===== config.mk =====
export PLATFORM = sky130hd
export DESIGN_NAME = prio_encoder_rr
export DESIGN_NICKNAME = d
export VERILOG_FILES = /design/src/rtl/prio_pkg.sv /design/src/rtl/prio_find_first.sv /design/src/rtl/prio_encoder_rr.sv
export SDC_FILE = /design/constraint.sdc
export NUM_CORES = 1
export LEC_CHECK = 0
export BUFFER_PORTS_ARGS = -buffer_cell sky130_fd_sc_hd__buf_2
export CORE_AREA = 2 2 70 72
export DETAILED_ROUTE_END_ITERATION = 7
export DIE_AREA = 0 0 72 74
export HOLD_SLACK_MARGIN = 0.03
export PLACE_DENSITY_LB_ADDON = 0.3
export RECOVER_POWER = 50
export SLEW_MARGIN = 20
export SYNTH_ARGS = -nofsm -noshare
export SYNTH_HDL_FRONTEND = slang
export SYNTH_HIERARCHICAL = 1
export SYNTH_SLANG_ARGS = --single-unit

===== constraint.sdc =====
create_clock -name clk -period 5.2 [get_ports clk]
set_input_delay 0.26 -clock clk [delete_from_list [all_inputs] [get_ports clk]]
set_output_delay 0.26 -clock clk [all_outputs]
set_load 0.03 [all_outputs]

===== src/rtl/prio_pkg.sv =====
// Shared definitions for the priority / round-robin encoder: mode encodings
// and the index-width helper used to size ports.
package prio_pkg;

  typedef enum logic {
    MODE_FIXED = 1'b0,
    MODE_RR    = 1'b1
  } mode_e;

  // Index width for n request lines; never below one bit.
  function automatic int idx_width(input int n);
    return (n < 2) ? 1 : $clog2(n);
  endfunction

endpackage


===== src/rtl/prio_find_first.sv =====
// Combinational search for the first set request bit at or above start,
// wrapping from N-1 back to 0. Fixed priority uses start = 0.
module prio_find_first
  import prio_pkg::*;
#(
  parameter  int N = 8,
  localparam int W = idx_width(N)
) (
  input  logic [N-1:0] req,
  input  logic [W-1:0] start,
  output logic [W-1:0] idx,
  output logic         found
);

  always_comb begin
    idx   = '0;
    found = 1'b0;
    for (int k = 0; k < N; k++) begin
      if (!found && req[(int'(start) + k) % N]) begin
        found = 1'b1;
        idx   = W'((int'(start) + k) % N);
      end
    end
  end

endmodule


===== src/rtl/prio_encoder_rr.sv =====
// Priority encoder with selectable fixed / round-robin arbitration behind a
// single-stage valid/ready output register.
module prio_encoder_rr
  import prio_pkg::*;
#(
  parameter  int N = 8,
  localparam int W = idx_width(N)
) (
  input  logic         clk,
  input  logic         rst_n,
  input  logic         in_valid,
  output logic         in_ready,
  input  logic [N-1:0] in_req,
  input  logic         mode,
  output logic         out_valid,
  input  logic         out_ready,
  output logic [W-1:0] out_idx,
  output logic         out_none,
  output logic         out_multi
);

  logic [W-1:0] ptr;
  logic [W-1:0] start;
  logic [W-1:0] win_idx;
  logic         win_found;
  logic         multi;
  logic         rr;
  logic         accept;
  logic         armed;

  // armed stays low through the first edge after reset release so that edge
  // can never take an accept.
  assign in_ready = armed && (!out_valid || out_ready);
  assign accept   = in_valid && in_ready;
  assign rr       = (mode_e'(mode) == MODE_RR);
  assign start    = rr ? ptr : '0;
  assign multi    = ((in_req & (in_req - N'(1))) != '0);

  prio_find_first #(.N(N)) u_find (
    .req   (in_req),
    .start (start),
    .idx   (win_idx),
    .found (win_found)
  );

  always_ff @(posedge clk or negedge rst_n) begin
    if (!rst_n) begin
      armed     <= 1'b0;
      ptr       <= '0;
      out_valid <= 1'b0;
      out_idx   <= '0;
      out_none  <= 1'b0;
      out_multi <= 1'b0;
    end else begin
      armed <= 1'b1;
      if (accept) begin
        out_valid <= 1'b1;
        out_idx   <= win_idx;
        out_none  <= !win_found;
        out_multi <= multi;
        if (rr && win_found) begin
          ptr <= (win_idx == W'(N - 1)) ? '0 : win_idx + W'(1);
        end
      end else if (out_ready) begin
        out_valid <= 1'b0;
      end
    end
  end

endmodule


* Word-level counts from Yosys, hierarchy flattened
Index checks and enable logic that the tools add are counted.
** Storage, ports and cells
- Output and inout port bits :: 7
- Logic and storage cells :: 105
- Flip-flop bits (word level) :: 10
** Cells by class
- Reductions and logical operators :: 30
- Bitwise logic cells :: 8
- Muxes and demuxes :: 43
- Equal/unequal tests :: 1
- Magnitude comparators :: 8
- Add/subtract/negate cells :: 9
** Operators by type and width (number)
- $lt A4 B5 Y1 const B :: 7
- $mux W3 :: 10
- $mux W1 :: 25
- $bmux W1 S3 :: 8
- $reduce_or A3 Y1 :: 7
- $add A3 B3 Y3 const B :: 4
- $logic_and A1 B1 Y1 :: 10
- $logic_not A1 Y1 :: 9
- $and A8 B8 Y8 :: 1
- $reduce_bool A8 Y1 :: 1
- $sub A8 B1 Y8 const B :: 1
- $and A1 B1 Y1 const A :: 7
- $add A3 B1 Y3 const B :: 2
- $add A3 B2 Y3 const B :: 2
- $lt A3 B4 Y1 const B :: 1
- $eq A3 B3 Y1 const B :: 1
- $reduce_and A2 Y1 :: 1
- $reduce_bool A2 Y1 :: 1
- $logic_or A1 B1 Y1 :: 1

* Logic depth before layout (Yosys ltp)
- Depth in word-level cells :: 29
- Mapped depth :: 18
- Mapped depth without buffers :: 14

* By module
The synthesis kept the hierarchy.
** Modules (own cells, without submodules)
- prio_find_first :: cells an instance 121, sequential area each 0.0 µm², area an instance 1081.0 µm², times used 1
- prio_encoder_rr :: cells an instance 41, sequential area each 250.2 µm², area an instance 488.0 µm², times used 1

* Worst setup path before layout
No wires, ideal clock.
- Kind :: register to register
- From :: register ptr[1]
- To :: register ptr[2]
- Arrival time :: 3.599 ns
- Slack :: 1.476 ns
- Buffers on the path :: 3
- Data required time :: 5.075 ns
- Stages on the path, launching flop included :: 17
- Path through :: dfrtp_1 and2_1 buf_2 buf_2 inv_1 ha_1 buf_6 mux4_2 a21oi_1 o311a_1 o21ai_2 o311ai_1 nand2_1 o21ai_1 ha_1 ha_1 mux2_2
** Between the ends
- Cells in the longest elaborated chain, start to end :: 27
- Elaborated cells on any way between the ends :: 66
- Classes of those cells :: 8 x add/sub; 1 x eq/ne; 41 x mux; 16 x reduce/logical
** Ends and longest elaborated chain
- start, declared :: line prio_encoder_rr.sv:22 : logic [W-1:0] ptr;
- start signal, assigned :: line prio_encoder_rr.sv:62 : ptr <= (win_idx == W'(N - 1)) ? '0 : win_idx + W'(1);
- $mux W3 * :: line prio_encoder_rr.sv:36 : assign start = rr ? ptr : '0;
- via start[1] :: line prio_encoder_rr.sv:23 : logic [W-1:0] start;
- $add A3 B1 Y3 or $bmux W1 S3 (tied branches) :: line prio_find_first.sv:19 : if (!found && req[(int'(start) + k) % N]) begin
- $bmux W1 S3 or $mux W1 (tied branches) :: line prio_find_first.sv:19
- $mux W1 (not written as such) :: line prio_find_first.sv:19
- $mux W1 (not written as such) or $logic_not A1 Y1 (tied branches) :: line prio_find_first.sv:19
- $logic_and A1 B1 Y1 :: line prio_find_first.sv:19
- $mux W1 :: line prio_find_first.sv:19
- (+13 left out)
- $logic_and A1 B1 Y1 :: line prio_find_first.sv:19
- $mux W1 :: line prio_find_first.sv:19
- $logic_not A1 Y1 :: line prio_find_first.sv:19
- $logic_and A1 B1 Y1 :: line prio_find_first.sv:19
- $mux W3 * :: line prio_find_first.sv:19
- via win_idx[0] :: line prio_encoder_rr.sv:24 : logic [W-1:0] win_idx;
- $add A3 B1 Y3 or $eq A3 B3 Y1 (tied branches) :: line prio_encoder_rr.sv:62
- $mux W3 * :: line prio_encoder_rr.sv:62
The timed path passes the listed nets; every way through them passes the cells marked *. The select of a mux whose other input is x is not followed.
A chain may end at the register's enable or synchronous reset.

* Worst setup path after layout
Same ends and word-level chain as after synthesis.

==> results.cfg <==
[status]
status = finished, final reports clean

[sta]
finalSetupTns_ps = 0
slew_violations = 0
period_minus_slack_ps = 4230
hold_viol_final = 0
worst_slew_pin_slew_ps = 896
rsz0062_at_grt = no
setup_ws_ps = 969
max_freq_mhz = 236
finalClockSkew_ps = 2.64
setup_viol = 0
relSlewSlack_pct = 40.3
post-route-period-util_pct = 81.4

[die]
start_util_pct = 34.1
rows = 25
die_height_um = 74
die_x_um = 72
boundaryPins = 20
core_area_um2 = 4600
die-area_um2 = 5330

[placement]
routabilityCongestion = 0.830
hpwl_mm = 2.66
portBuffers = 19
dp_slack_ps = 968
place_area_um2 = 1680

[clock_tree]
clock_latency_ps = 240
cts_resized = 0
cts_sinks = 10
cts.path.max_buffers = 2
path_clk_slew_ps = 50
cts_tree = done
root_buffer = clkbuf_8
htreeDepth = 1
numCtsBuffers = 3

[power_and_ir_drop]
p_clk_share_pct = 12.1
p_sw_uw = 377
swShare_pct = 46.7
seq_power_share_pct = 14.1
p_int_uw = 430
finalPower_uw = 807
comb_power_share_pct = 73.8
peakVddDrop_v = 0.000240
power_leakage_nw = 0.686
powerDensity_nw_per_um2 = 464

[synth]
synth-simple-area-share_pct = 16.3
synth.net_count = 179
ys_types = 55
synthTopCellsByArea = dfrtp_1 (16%), mux4_2 (14%), mux4_1 (8.4%)
syn_inst = 162
synth_xor_area_share_pct = 1.67
ys.flop_type = dfrtp_1
synthTopCellsByCount = nor2_1 (14), nand2_1 (13), dfrtp_1 (10), mux4_2 (10), mux2_2 (9)
synth_edf_count = 0
synth_compound_area_share_pct = 19.5
synth_seq_area_share_pct = 15.9
synth_top_family_by_area = multiplexers
synth_top_area_share_pct = 15.9
ys_ff_latch = 10
synthAdderAreaFrac_pct = 3.83
yosys_warnings = 6
synth_top_cell_by_area = dfrtp_1
synth_mux_area_share_pct = 36.4
async_flop_share_pct = 100
yosysMostFrequentCell = nor2_1
syn_area_per_cell_um2 = 9.69
synthesis.area_um2 = 1570

[finish]
post-route-cell-area_um2 = 1740
drive_gt1_share_pct = 28.5
final_util_pct = 37.8
fillCellCount = 452
syn2layout_area_growth_pct = 10.8
antennaDiodeCount = 0
nets = 197

[setup_path]
cp_slowest_stage_delay_ps = 680
path_class = register to register
arrival_ps = 4350
cp.required_ps = 5320
regToRegSetupSlack_ps = 970
r2r-start = ptr[1]
end_kind = register
critPathLaunch = ptr[1]
crit_chain = and2_1, buf_4, inv_1, ha_1, mux4_2, a21oi_1, o311a_1, o21ai_2, o311ai_1, nand2_1, o21ai_1, ha_1, ha_1, mux2_2
crit_fanout = 17
startpoint_type = register
crit_path_frequent_cell = ha_1
cp_slowest_cell = ha_1

[grt]
grt_util_all_layers_pct = 15.1
grt_pass1_vias = 1317
grt_max_degree = 21
grt.overflow.total = 0
grt_pass1_wl_mm = 6.42
antenna_found_initial = 0

[drt]
avgViaCountPerCell = 6.10
antenna_left = 0
via_count = 1422
wire_per_inst_um = 16.3
dr.pass1.iters = 4
wirelength_mm = 3.79
drcViolationCount = 0
drt_iter0_markers = 84

[hold_path]
hold_class = input port to register
hold_start = out_ready

[flow_run]
cap_violations = 0
==> worst paths after layout <==
| kind | to | cells after the start |
|---|---|---|
| setup / recovery | ptr[2] | 14 |
| hold / removal | out_valid | 3 |
| setup reg to reg | ptr[2] | 14 |
| hold reg to reg | ptr[2] | 1 |
| max in group asynchronous | out_idx[2] | 2 |
| min in group asynchronous | ptr[1] | 2 |
==> critical path: cells and delay by family (launching register included) <==
family / cells / cell delay (ps)
DFF: 1 / 340
AOI/OAI and AO/OA: 5 / 1150
buffers and inverters: 2 / 420
adders and majority gates: 3 / 1080
and+or+nand+nor: 2 / 220
muxes: 2 / 900
==> layout make-up <==
cell class | instances | area, µm² | share of cell area (%)
Clock buffer | 4 | 55.1 | 3.17
Timing Repair Buffer | 22 | 115 | 6.62
Inverter | 8 | 30.0 | 1.73
Tap cell | 54 | 67.6 | 3.88
Multi-Input combinational cell | 135 | 1220 | 70.2
Sequential cell | 10 | 250 | 14.4
==> cells in the final DEF, fill, tap and decap left out, drive strengths merged, types with 2 or more instances in the layout <==
cell / Yosys / final
mux2i: 7 / 7
a21oi: 8 / 8
buf: 9 / 17
nor4: 3 / 3
nand2b: 2 / 2
nand2: 13 / 13
nand3: 2 / 2
mux4: 15 / 15
o21ai: 9 / 9
mux2: 11 / 11
ha: 4 / 4
and2: 4 / 4
clkbuf: 0 / 8
a21o: 2 / 2
dfrtp: 10 / 10
a211oi: 2 / 2
nor2b: 2 / 2
and3: 4 / 4
inv: 8 / 8
a31oi: 2 / 2
nor3: 4 / 4
a2111oi: 2 / 2
nor2: 14 / 14
a22oi: 2 / 2
xor2: 2 / 2
o311a: 2 / 2
==> stage by stage <==
stage | instances | hold WS (ps)
after floorplan | 162 | -35.6
after global routing | 233 | 339
after global placement | 228 | 133
final | 233 | 312
after CTS | 233 | 311
after detailed placement | 228 | 131
==> what timing repair did <==
item | in CTS | in global routing
endpoints found under the hold margin | 10 | 0
hold buffers | 1 | 0
setup buffers | 0 | 0
==> logic make-up (layout without fill, tap and decap cells) <==
family / count (synthesis) / in the layout
AND/OR/NAND/NOR: 51 / 51
AO/OA/AOI/OAI: 42 / 42
multiplexers: 33 / 33
buffers and inverters: 17 / 34
flip-flops: 10 / 10
adder cells (fa/ha/maj): 5 / 5
XOR/XNOR: 3 / 3
other: 1 / 1
==> metal layers <==
metal | vias to the layer above | routed length [µm] | GRT usage (%)
li1 | 674 | - | -
met1 | 692 | 1690 | 21.6
met2 | 47 | 1810 | 23.5
met3 | 9 | 194 | 1.63
met4 | 0 | 97 | 6.29
met5 | - | 0 | 0
==> power by group through the flow <==
stage | registers [mW] | logic [mW] | clock network (mW)
after floorplan | 0.141 | 0.472 | 0
after global placement | 0.116 | 0.597 | 0
after detailed placement | 0.115 | 0.594 | 0
after CTS | 0.114 | 0.596 | 0.100
after global routing | 0.117 | 0.657 | 0.104
final | 0.114 | 0.595 | 0.0974
==> registers in the layout (all words and copies together), names as in the netlist <==
name / flops
out_idx: 3
ptr: 3
armed: 1
out_multi: 1
out_none: 1
out_valid: 1
(Power assumes the default switching activity.)
